--- config.mk ---
export PLATFORM = sky130hd
export DESIGN_NAME = uart_rx_ctrl
export DESIGN_NICKNAME = d
export VERILOG_FILES = /design/src/rtl/uart_rx_ctrl.sv
export SDC_FILE = /design/constraint.sdc
export NUM_CORES = 1
export LEC_CHECK = 0
export ABC_AREA = 1
export CAP_MARGIN = 20
export CORE_MARGIN = 4
export CORE_UTILIZATION = 40
export DETAILED_ROUTE_END_ITERATION = 10
export GPL_ROUTABILITY_DRIVEN = 0
export GPL_TIMING_DRIVEN = 0
export SLEW_MARGIN = 20
export SYNTH_ARGS = -nofsm -noshare
export SYNTH_HDL_FRONTEND = slang
export SYNTH_SLANG_ARGS = --single-unit
--- constraint.sdc ---
create_clock -name clk -period 4.07 [get_ports clk]
set_input_delay 0.407 -clock clk [delete_from_list [all_inputs] [get_ports clk]]
set_output_delay 0.407 -clock clk [all_outputs]
set_load 0.02 [all_outputs]
--- src/rtl/uart_rx_ctrl.sv ---
// UART receive sequencer: oversample tick generation, idle-line arming,
// and a small byte FIFO between the receiver and its consumer.
module uart_rx_ctrl #(
  parameter int N       = 8,
  parameter int DEPTH   = 4,
  parameter int IDLE_TK = 16
) (
  input  logic                       clk,
  input  logic                       rst_n,
  input  logic                       en,
  input  logic [15:0]                baud_div,
  input  logic                       rx,
  input  logic                       rx_done,
  input  logic [N-1:0]               rx_data,
  output logic                       sample_tick,
  output logic                       rx_hold,
  output logic                       m_valid,
  output logic [N-1:0]               m_data,
  input  logic                       m_ready,
  output logic [$clog2(DEPTH):0]     fifo_count,
  output logic                       overrun,
  input  logic                       clr_overrun
);

  localparam int AW = $clog2(DEPTH);
  localparam int CW = AW + 1;
  localparam int IW = (IDLE_TK > 1) ? $clog2(IDLE_TK) : 1;
  localparam logic [IW-1:0] IDLE_LAST = IW'(IDLE_TK - 1);
  localparam logic [CW-1:0] FULL_CNT  = CW'(DEPTH);

  typedef enum logic [1:0] {
    OFF = 2'd0,
    ARM = 2'd1,
    RUN = 2'd2
  } state_t;

  state_t          state;
  state_t          state_d;
  logic [15:0]     cnt;
  logic [IW-1:0]   idle_cnt;
  logic [IW-1:0]   idle_d;
  logic            tick_on;
  logic            rx_done_q;

  logic [N-1:0]    mem [DEPTH];
  logic [AW-1:0]   rd_ptr;
  logic [AW-1:0]   wr_ptr;
  logic [CW-1:0]   count;
  logic            full;
  logic            push;
  logic            pop;
  logic            wr_en;
  logic            drop;

  assign tick_on     = (state != OFF);
  assign sample_tick = tick_on && (cnt >= baud_div);
  assign rx_hold     = (state != RUN);

  // Tick counter; the >= compare absorbs a baud_div decrease.
  always_ff @(posedge clk or negedge rst_n) begin
    if (!rst_n) begin
      cnt <= '0;
    end else if (!tick_on || sample_tick) begin
      cnt <= '0;
    end else begin
      cnt <= cnt + 16'd1;
    end
  end

  // State, idle run-length and rx_done edge register.
  always_ff @(posedge clk or negedge rst_n) begin
    if (!rst_n) begin
      state     <= OFF;
      idle_cnt  <= '0;
      rx_done_q <= 1'b0;
    end else begin
      state     <= state_d;
      idle_cnt  <= idle_d;
      rx_done_q <= rx_done;
    end
  end

  // Next state: arm on enable, release after IDLE_TK idle ticks.
  always_comb begin
    state_d = state;
    idle_d  = idle_cnt;
    unique case (state)
      OFF: begin
        if (en) begin
          state_d = ARM;
          idle_d  = '0;
        end
      end
      ARM: begin
        if (sample_tick) begin
          if (!rx) begin
            idle_d = '0;
          end else if (idle_cnt == IDLE_LAST) begin
            state_d = RUN;
          end else begin
            idle_d = idle_cnt + 1'b1;
          end
        end
      end
      RUN: begin
      end
      default: begin
        state_d = OFF;
      end
    endcase
    if (!en) begin
      state_d = OFF;
    end
  end

  assign full       = (count == FULL_CNT);
  assign m_valid    = (count != '0);
  assign m_data     = mem[rd_ptr];
  assign fifo_count = count;
  assign pop        = m_valid && m_ready;
  assign push       = (state == RUN) && rx_done && !rx_done_q;
  assign wr_en      = push && (!full || pop);
  assign drop       = push && full && !pop;

  // FIFO storage.
  always_ff @(posedge clk or negedge rst_n) begin
    if (!rst_n) begin
      for (int i = 0; i < DEPTH; i++) begin
        mem[i] <= '0;
      end
    end else if (wr_en) begin
      mem[wr_ptr] <= rx_data;
    end
  end

  // FIFO pointers and occupancy.
  always_ff @(posedge clk or negedge rst_n) begin
    if (!rst_n) begin
      rd_ptr <= '0;
      wr_ptr <= '0;
      count  <= '0;
    end else begin
      if (wr_en) begin
        wr_ptr <= wr_ptr + 1'b1;
      end
      if (pop) begin
        rd_ptr <= rd_ptr + 1'b1;
      end
      if (wr_en && !pop) begin
        count <= count + 1'b1;
      end else if (pop && !wr_en) begin
        count <= count - 1'b1;
      end
    end
  end

  // Sticky overrun; a drop beats a same-cycle clear.
  always_ff @(posedge clk or negedge rst_n) begin
    if (!rst_n) begin
      overrun <= 1'b0;
    end else if (drop) begin
      overrun <= 1'b1;
    end else if (clr_overrun) begin
      overrun <= 1'b0;
    end
  end

endmodule

==> impl_metrics.env, run 1 <==
export IMPL_drc_errors=0
export IMPL_r2r_end="fifo_count[1]$_DFFE_PN0P_"
export IMPL_synth_top_family_by_area="simple AND/OR/NAND/NOR gates"
export IMPL_coreArea_um2=8680
export IMPL_final_cells=600
export IMPL_postCtsSetupBuffers=0
export IMPL_diodes=0
export IMPL_multi_input_area_um2=1700
export IMPL_end_kind="output pin"
export IMPL_cts_tree="done"
export IMPL_r2r_slack_ps=1800
export IMPL_fin_ws_ps=1210
export IMPL_r2r_cells=11
export IMPL_crit_fanout=4
export IMPL_fin_util_pct=50.0
export IMPL_clock_latency_ps=340
export IMPL_pin_count=46
export IMPL_p_comb_share_pct=35.0
export IMPL_worst_pin_slew_ps=590
export IMPL_crit_arrival_ps=2450
export IMPL_cts_hold_buf=1
export IMPL_worstSetupPathType="in2out"
export IMPL_rows=34
export IMPL_grt_first_pass_wirelength_um=14200
export IMPL_switchingPower_uw=673
export IMPL_dpl_hpwl_um=5940
export IMPL_power_density_nw_per_um2=441
export IMPL_endpoint="sample_tick"
export IMPL_clock_skew_ps=8.76
export IMPL_r2r_start="fifo_count[0]$_DFFE_PN0P_"
export IMPL_final_seq_area_um2=1580
export IMPL_htree_levels=3
export IMPL_ir_worst_vdd_mv=0.254
export IMPL_intPower_uw=1240
export IMPL_slew_headroom_pct=60.7
export IMPL_ys_async_sr_fraction_pct=100
export IMPL_synth_edff_count=0
export IMPL_seq_power_share_pct=36.8
export IMPL_setup_tns_ps=0
export IMPL_synthAdderAreaFrac_pct=8.71
export IMPL_drtPass1Iterations=4
export IMPL_cp_required_ps=3660
export IMPL_port_buffers=45
export IMPL_die_area_um2=10400
export IMPL_yosysWarnings=0
export IMPL_fillers=846
export IMPL_yosysUniqueCellTypes=31
export IMPL_yosysSeqAreaShare_pct=44.6
export IMPL_drv_cap=0
export IMPL_syn_area_um2=3530
export IMPL_cts_sinks=63
export IMPL_setup_viol=0
export IMPL_whs_path_depth=1
export IMPL_dp_cells=583
export IMPL_grt_start_max_net_pins=36
export IMPL_syn_nets=484
export IMPL_synth_xor_area_share_pct=3.68
export IMPL_ant_nets=0
export IMPL_final_max_slew_viol_count=0
export IMPL_period_needed_ps=2860
export IMPL_synth_mux_area_fraction_pct=0.319
export IMPL_startpoint_type="primary input"
export IMPL_grtUsageTotal_pct=17.4
export IMPL_yosys_area_share_simple_pct=24.5
export IMPL_initial_utilization_pct=40.7
export IMPL_status="completed"
export IMPL_fmax_mhz=350
export IMPL_ys_flop_type="dfrtp_1"
export IMPL_routed_via_density=4.85
export IMPL_synth_compound_area_share_pct=11.0
export IMPL_area_growth_syn_to_layout_pct=22.7
export IMPL_overflow=0
export IMPL_rsz0062_at_grt="no"
export IMPL_syn_area_per_cell_um2=8.24
export IMPL_cts_root_buf="clkbuf_8"
export IMPL_detail_route_iter0_violations=91
export IMPL_dpl_worst_slack_ps=1180
export IMPL_synth_seq_cells=63
export IMPL_final_period_utilization_pct=70.2
export IMPL_wl_per_cell_um=13.7
export IMPL_path_clk_slew_ps=70
export IMPL_hold_violations=0
export IMPL_cts_resized=0
export IMPL_hold_worst_slack_ps=468
export IMPL_antenna_found_initial=0
export IMPL_routed_wl_um=8220
export IMPL_critPathLaunch="baud_div[3]"
export IMPL_drive_gt1_share_pct=8.13
export IMPL_postSynthCellCount=429
export IMPL_dieHeight_um=102
export IMPL_cellLeakagePower_uw=0.00219
export IMPL_grt_pass1_vias=3025
export IMPL_cts_path_max_buffers=2
export IMPL_clkPwrFrac_pct=28.3
export IMPL_hold_path_class="reg2reg"
export IMPL_cts_buffers_inserted=9
export IMPL_die_x_um=102
export IMPL_swShare_pct=35.1
export IMPL_final_nets=542
export IMPL_routed_via_count=2912
[power groups by stage]
stage	combinational [uW]	sequential, uW	clock [uW]
3_5_place_dp	674	716	0
5_1_grt	732	713	577
6_report	669	704	541
4_1_cts	678	705	549
2_1_floorplan	365	729	0
3_3_place_gp	663	715	0
[cell usage after synthesis, types with 2 or more instances]
master,n,share of area [%]
buf_2,4,0.57
dfrtp_1,63,45
nand2_2,2,0.35
a21oi_1,10,1.4
o21ai_0,33,4.7
nor3_2,2,0.57
xnor2_1,2,0.50
nand3_2,2,0.57
buf_12,2,1.1
o21ai_1,20,2.8
xor2_1,11,2.7
clkbuf_1,2,0.21
nand3_1,12,1.7
nand2_4,2,0.64
nor3_1,5,0.71
ha_1,23,8.1
nor2_4,5,1.6
nand2_1,107,11
nand4_1,6,1.1
inv_1,46,4.9
o22ai_1,9,1.6
nor2_1,52,5.5
[per-stage QoR]
step	instance area (um2)	power, uW
finish	4340	1910
global placement	4120	1380
CTS	4340	1930
detailed placement	4140	1390
global route	4340	2020
floorplan	3530	1090
[state kept, by name (all words and copies together), names as in the netlist]
| signal | count |
|---|---|
| rd_ptr | 2 |
| cnt | 16 |
| wr_ptr | 2 |
| rx_done_q | 1 |
| mem | 32 |
| fifo_count | 3 |
| overrun | 1 |
| state | 2 |
| idle_cnt | 4 |
[critical path, cell delays in order]
cell and delay [ps]:
clkdlybuf4s50_1 450, inv_1 40, ha_1 280, nand2_1 60, nor2_1 110, nor2_1 50
nand2_1 60, nand2_1 50, nand2_1 80, nand2_2 90, a21oi_1 150, clkdlybuf4s50_1 620
[per-layer routing]
layer  vias to the layer above  wire length [um]  GRT usage [%]
li1                       1504                 -              -
met1                      1339              3770           23.6
met2                        58              3920           28.4
met3                        11               375           2.32
met4                         0               141           6.26
met5                         -                 0              0
[cell type report]
cell class                      count  area share [%]
Buffer                              9            1.82
Inverter                           47            4.07
Clock buffer                       12            3.35
Multi-Input combinational cell    310            39.2
Timing Repair Buffer               47            11.0
Clock inverter                      4            1.04
Sequential cell                    63            36.4
Tap cell                          108            3.12
[placed cells by master (no fill, tap or decap), types with 11 or more instances in the layout]
cell | synthesis | final
nand3_1 | 12 | 12
o21ai_0 | 33 | 33
nor2_1 | 52 | 52
nand2_1 | 107 | 107
xor2_1 | 11 | 11
o21ai_1 | 20 | 20
dfrtp_1 | 63 | 63
clkdlybuf4s50_1 | 0 | 44
inv_1 | 46 | 46
ha_1 | 23 | 23
[kinds of logic after synthesis]
kind of cell	count (synthesis)
AOI/OAI and AO/OA	74
xor gates and xnor gates	14
adders and majority gates	24
buffers and inverters	56
DFF	63
muxes	1
and+or+nand+nor	197
[worst min path at each step]
| stage | endpoint | from |
|---|---|---|
| global route | overrun$_DFFE_PN0P_ | rx_done_q$_DFF_PN0_ |
| floorplan | cnt[0]$_DFF_PN0_ | rst_n |
| global placement | mem[19]$_DFFE_PN0P_ | mem[19]$_DFFE_PN0P_ |
| CTS | overrun$_DFFE_PN0P_ | rx_done_q$_DFF_PN0_ |
| detailed placement | mem[7]$_DFFE_PN0P_ | rst_n |
| finish | overrun$_DFFE_PN0P_ | rx_done_q$_DFF_PN0_ |
Note: power is estimated with default switching activity, not from simulation.
==> run 2, diff against run 1 <==
clock period = 2.8 ns   (was 4.07 ns; I/O delays follow)
==> run 2 against run 1 <==
Net effect:
- clock skew hardly changed
- critical path depth is 6 lower
- clock power is 45% higher
- combinational power is 45% higher
- non-clock buffer count stayed put
- sequential share of layout area hardly changed
- via count is 0.45% higher
- critical endpoint is now m_data[1]
==> impl_metrics.env, run 2 (synthesis results as in run 1) <==
export IMPL_status="completed"
export IMPL_dpl_worst_slack_ps=161
export IMPL_fillers=847
export IMPL_cp_required_ps=2520
export IMPL_final_cells=600
export IMPL_cts_tree="done"
export IMPL_final_max_slew_viol_count=0
export IMPL_routed_via_count=2925
export IMPL_hold_path_class="in2async"
export IMPL_overflow=0
export IMPL_htree_levels=3
export IMPL_rows=34
export IMPL_clock_latency_ps=340
export IMPL_mostFrequentLayoutCells="107 x nand2_1, 63 x dfrtp_1, 52 x nor2_1"
export IMPL_drtPass1Iterations=4
export IMPL_drv_cap=0
export IMPL_dp_cells=583
export IMPL_dieHeight_um=102
export IMPL_path_clk_slew_ps=70
export IMPL_layout_commonest_cell="nand2_1"
export IMPL_port_buffers=45
export IMPL_dpl_hpwl_um=5940
export IMPL_grtUsageTotal_pct=17.4
export IMPL_fin_ws_ps=165
export IMPL_clock_skew_ps=8.76
export IMPL_die_x_um=102
export IMPL_power_density_nw_per_um2=641
export IMPL_postCtsSetupBuffers=0
export IMPL_cts_sinks=63
export IMPL_worstSetupPathType="reg2out"
export IMPL_fmax_mhz=379
export IMPL_die_area_um2=10400
export IMPL_wl_per_cell_um=13.7
export IMPL_grt_start_max_net_pins=36
export IMPL_end_kind="output pin"
export IMPL_crit_arrival_ps=2360
export IMPL_setup_viol=0
export IMPL_cellLeakagePower_uw=0.00221
export IMPL_worst_pin_slew_ps=589
export IMPL_ant_nets=0
export IMPL_largest_reg_flops=32
export IMPL_final_nets=542
export IMPL_detail_route_iter0_violations=79
export IMPL_slew_headroom_pct=60.7
export IMPL_drc_errors=0
export IMPL_routed_wl_um=8210
export IMPL_drive_gt1_share_pct=8.13
export IMPL_pin_count=46
export IMPL_cts_path_max_buffers=2
export IMPL_antenna_found_initial=0
export IMPL_p_total_uw=2780
export IMPL_fin_area_um2=4340
export IMPL_grt_pass1_vias=3025
export IMPL_diodes=0
export IMPL_area_growth_syn_to_layout_pct=22.8
export IMPL_routed_via_density=4.88
export IMPL_startpoint_type="flop"
export IMPL_ir_worst_vdd_mv=0.369
export IMPL_hold_violations=0
export IMPL_largest_registers="mem (32), cnt (16), idle_cnt (4)"
export IMPL_period_needed_ps=2640
export IMPL_cts_root_buf="clkbuf_8"
export IMPL_crit_fanout=10
export IMPL_rsz0062_at_grt="no"
export IMPL_top_register="mem"
export IMPL_final_period_utilization_pct=94.1
export IMPL_grt_first_pass_wirelength_um=14200
export IMPL_coreArea_um2=8680
export IMPL_cts_buffers_inserted=9
export IMPL_initial_utilization_pct=40.7
export IMPL_placed_area_um2=4140
export IMPL_fin_util_pct=50.0
## run 2: worst paths after layout
check / from / to / slack [ps] / cells past startpoint
min: rst_n / mem[7]$_DFFE_PN0P_ / 400 / 2
max: rd_ptr[0]$_DFFE_PN0P_ / m_data[1] / 160 / 6
max reg2reg: fifo_count[0]$_DFFE_PN0P_ / fifo_count[1]$_DFFE_PN0P_ / 530 / 11
min in group clk: rx_done / rx_done_q$_DFF_PN0_ / 430 / 1
min reg2reg: rx_done_q$_DFF_PN0_ / overrun$_DFFE_PN0P_ / 470 / 1
max in group asynchronous: rst_n / idle_cnt[0]$_DFFE_PN0P_ / 1890 / 3
## run 2: cell type report
type / instances / area [um2] / area share (%)
Clock buffer: 12 / 145 / 3.34
Inverter: 47 / 176 / 4.07
Tap cell: 108 / 135 / 3.11
Timing Repair Buffer: 47 / 480 / 11.1
Multi-Input combinational cell: 310 / 1700 / 39.2
Clock inverter: 4 / 45.0 / 1.04
Sequential cell: 63 / 1580 / 36.3
Buffer: 9 / 78.8 / 1.82
## run 2: critical path, stage by stage (launching register included)
cell and delay, ps:
dfrtp_1 350, buf_2 170, inv_1 250, buf_2 300
nor2_1 60, o22ai_1 230, clkdlybuf4s50_1 650
## run 2: metal layers
layer  track usage [%]  up-vias  routed length (um)
li1                  -     1504                   -
met3              2.32       11                 410
met2              28.4       66                3930
met5                 0        -                   0
met1              23.6     1344                3730
met4              6.26        0                 141
## run 2: what timing repair did
item                       in CTS  in global routing
setup endpoints to repair       0                  1
hold endpoints to repair       28                  0
gates resized for setup         0                  1
hold buffers                    1                  0
## run 2: power breakdown
group | total, uW | switching, uW | leakage (uW) | internal [uW]
combinational | 971 | 564 | 0.00126 | 407
clock | 787 | 355 | 0.000100 | 432
sequential | 1020 | 57.1 | 0.000851 | 967
total | 2780 | 976 | 0.00221 | 1810
## run 2: stage by stage
stage               hold slack [ps]  TNS, ps
global route                    433        0
floorplan                     -15.6        0
global placement                453   -45600
detailed placement              232        0
CTS                             406        0
finish                          397        0
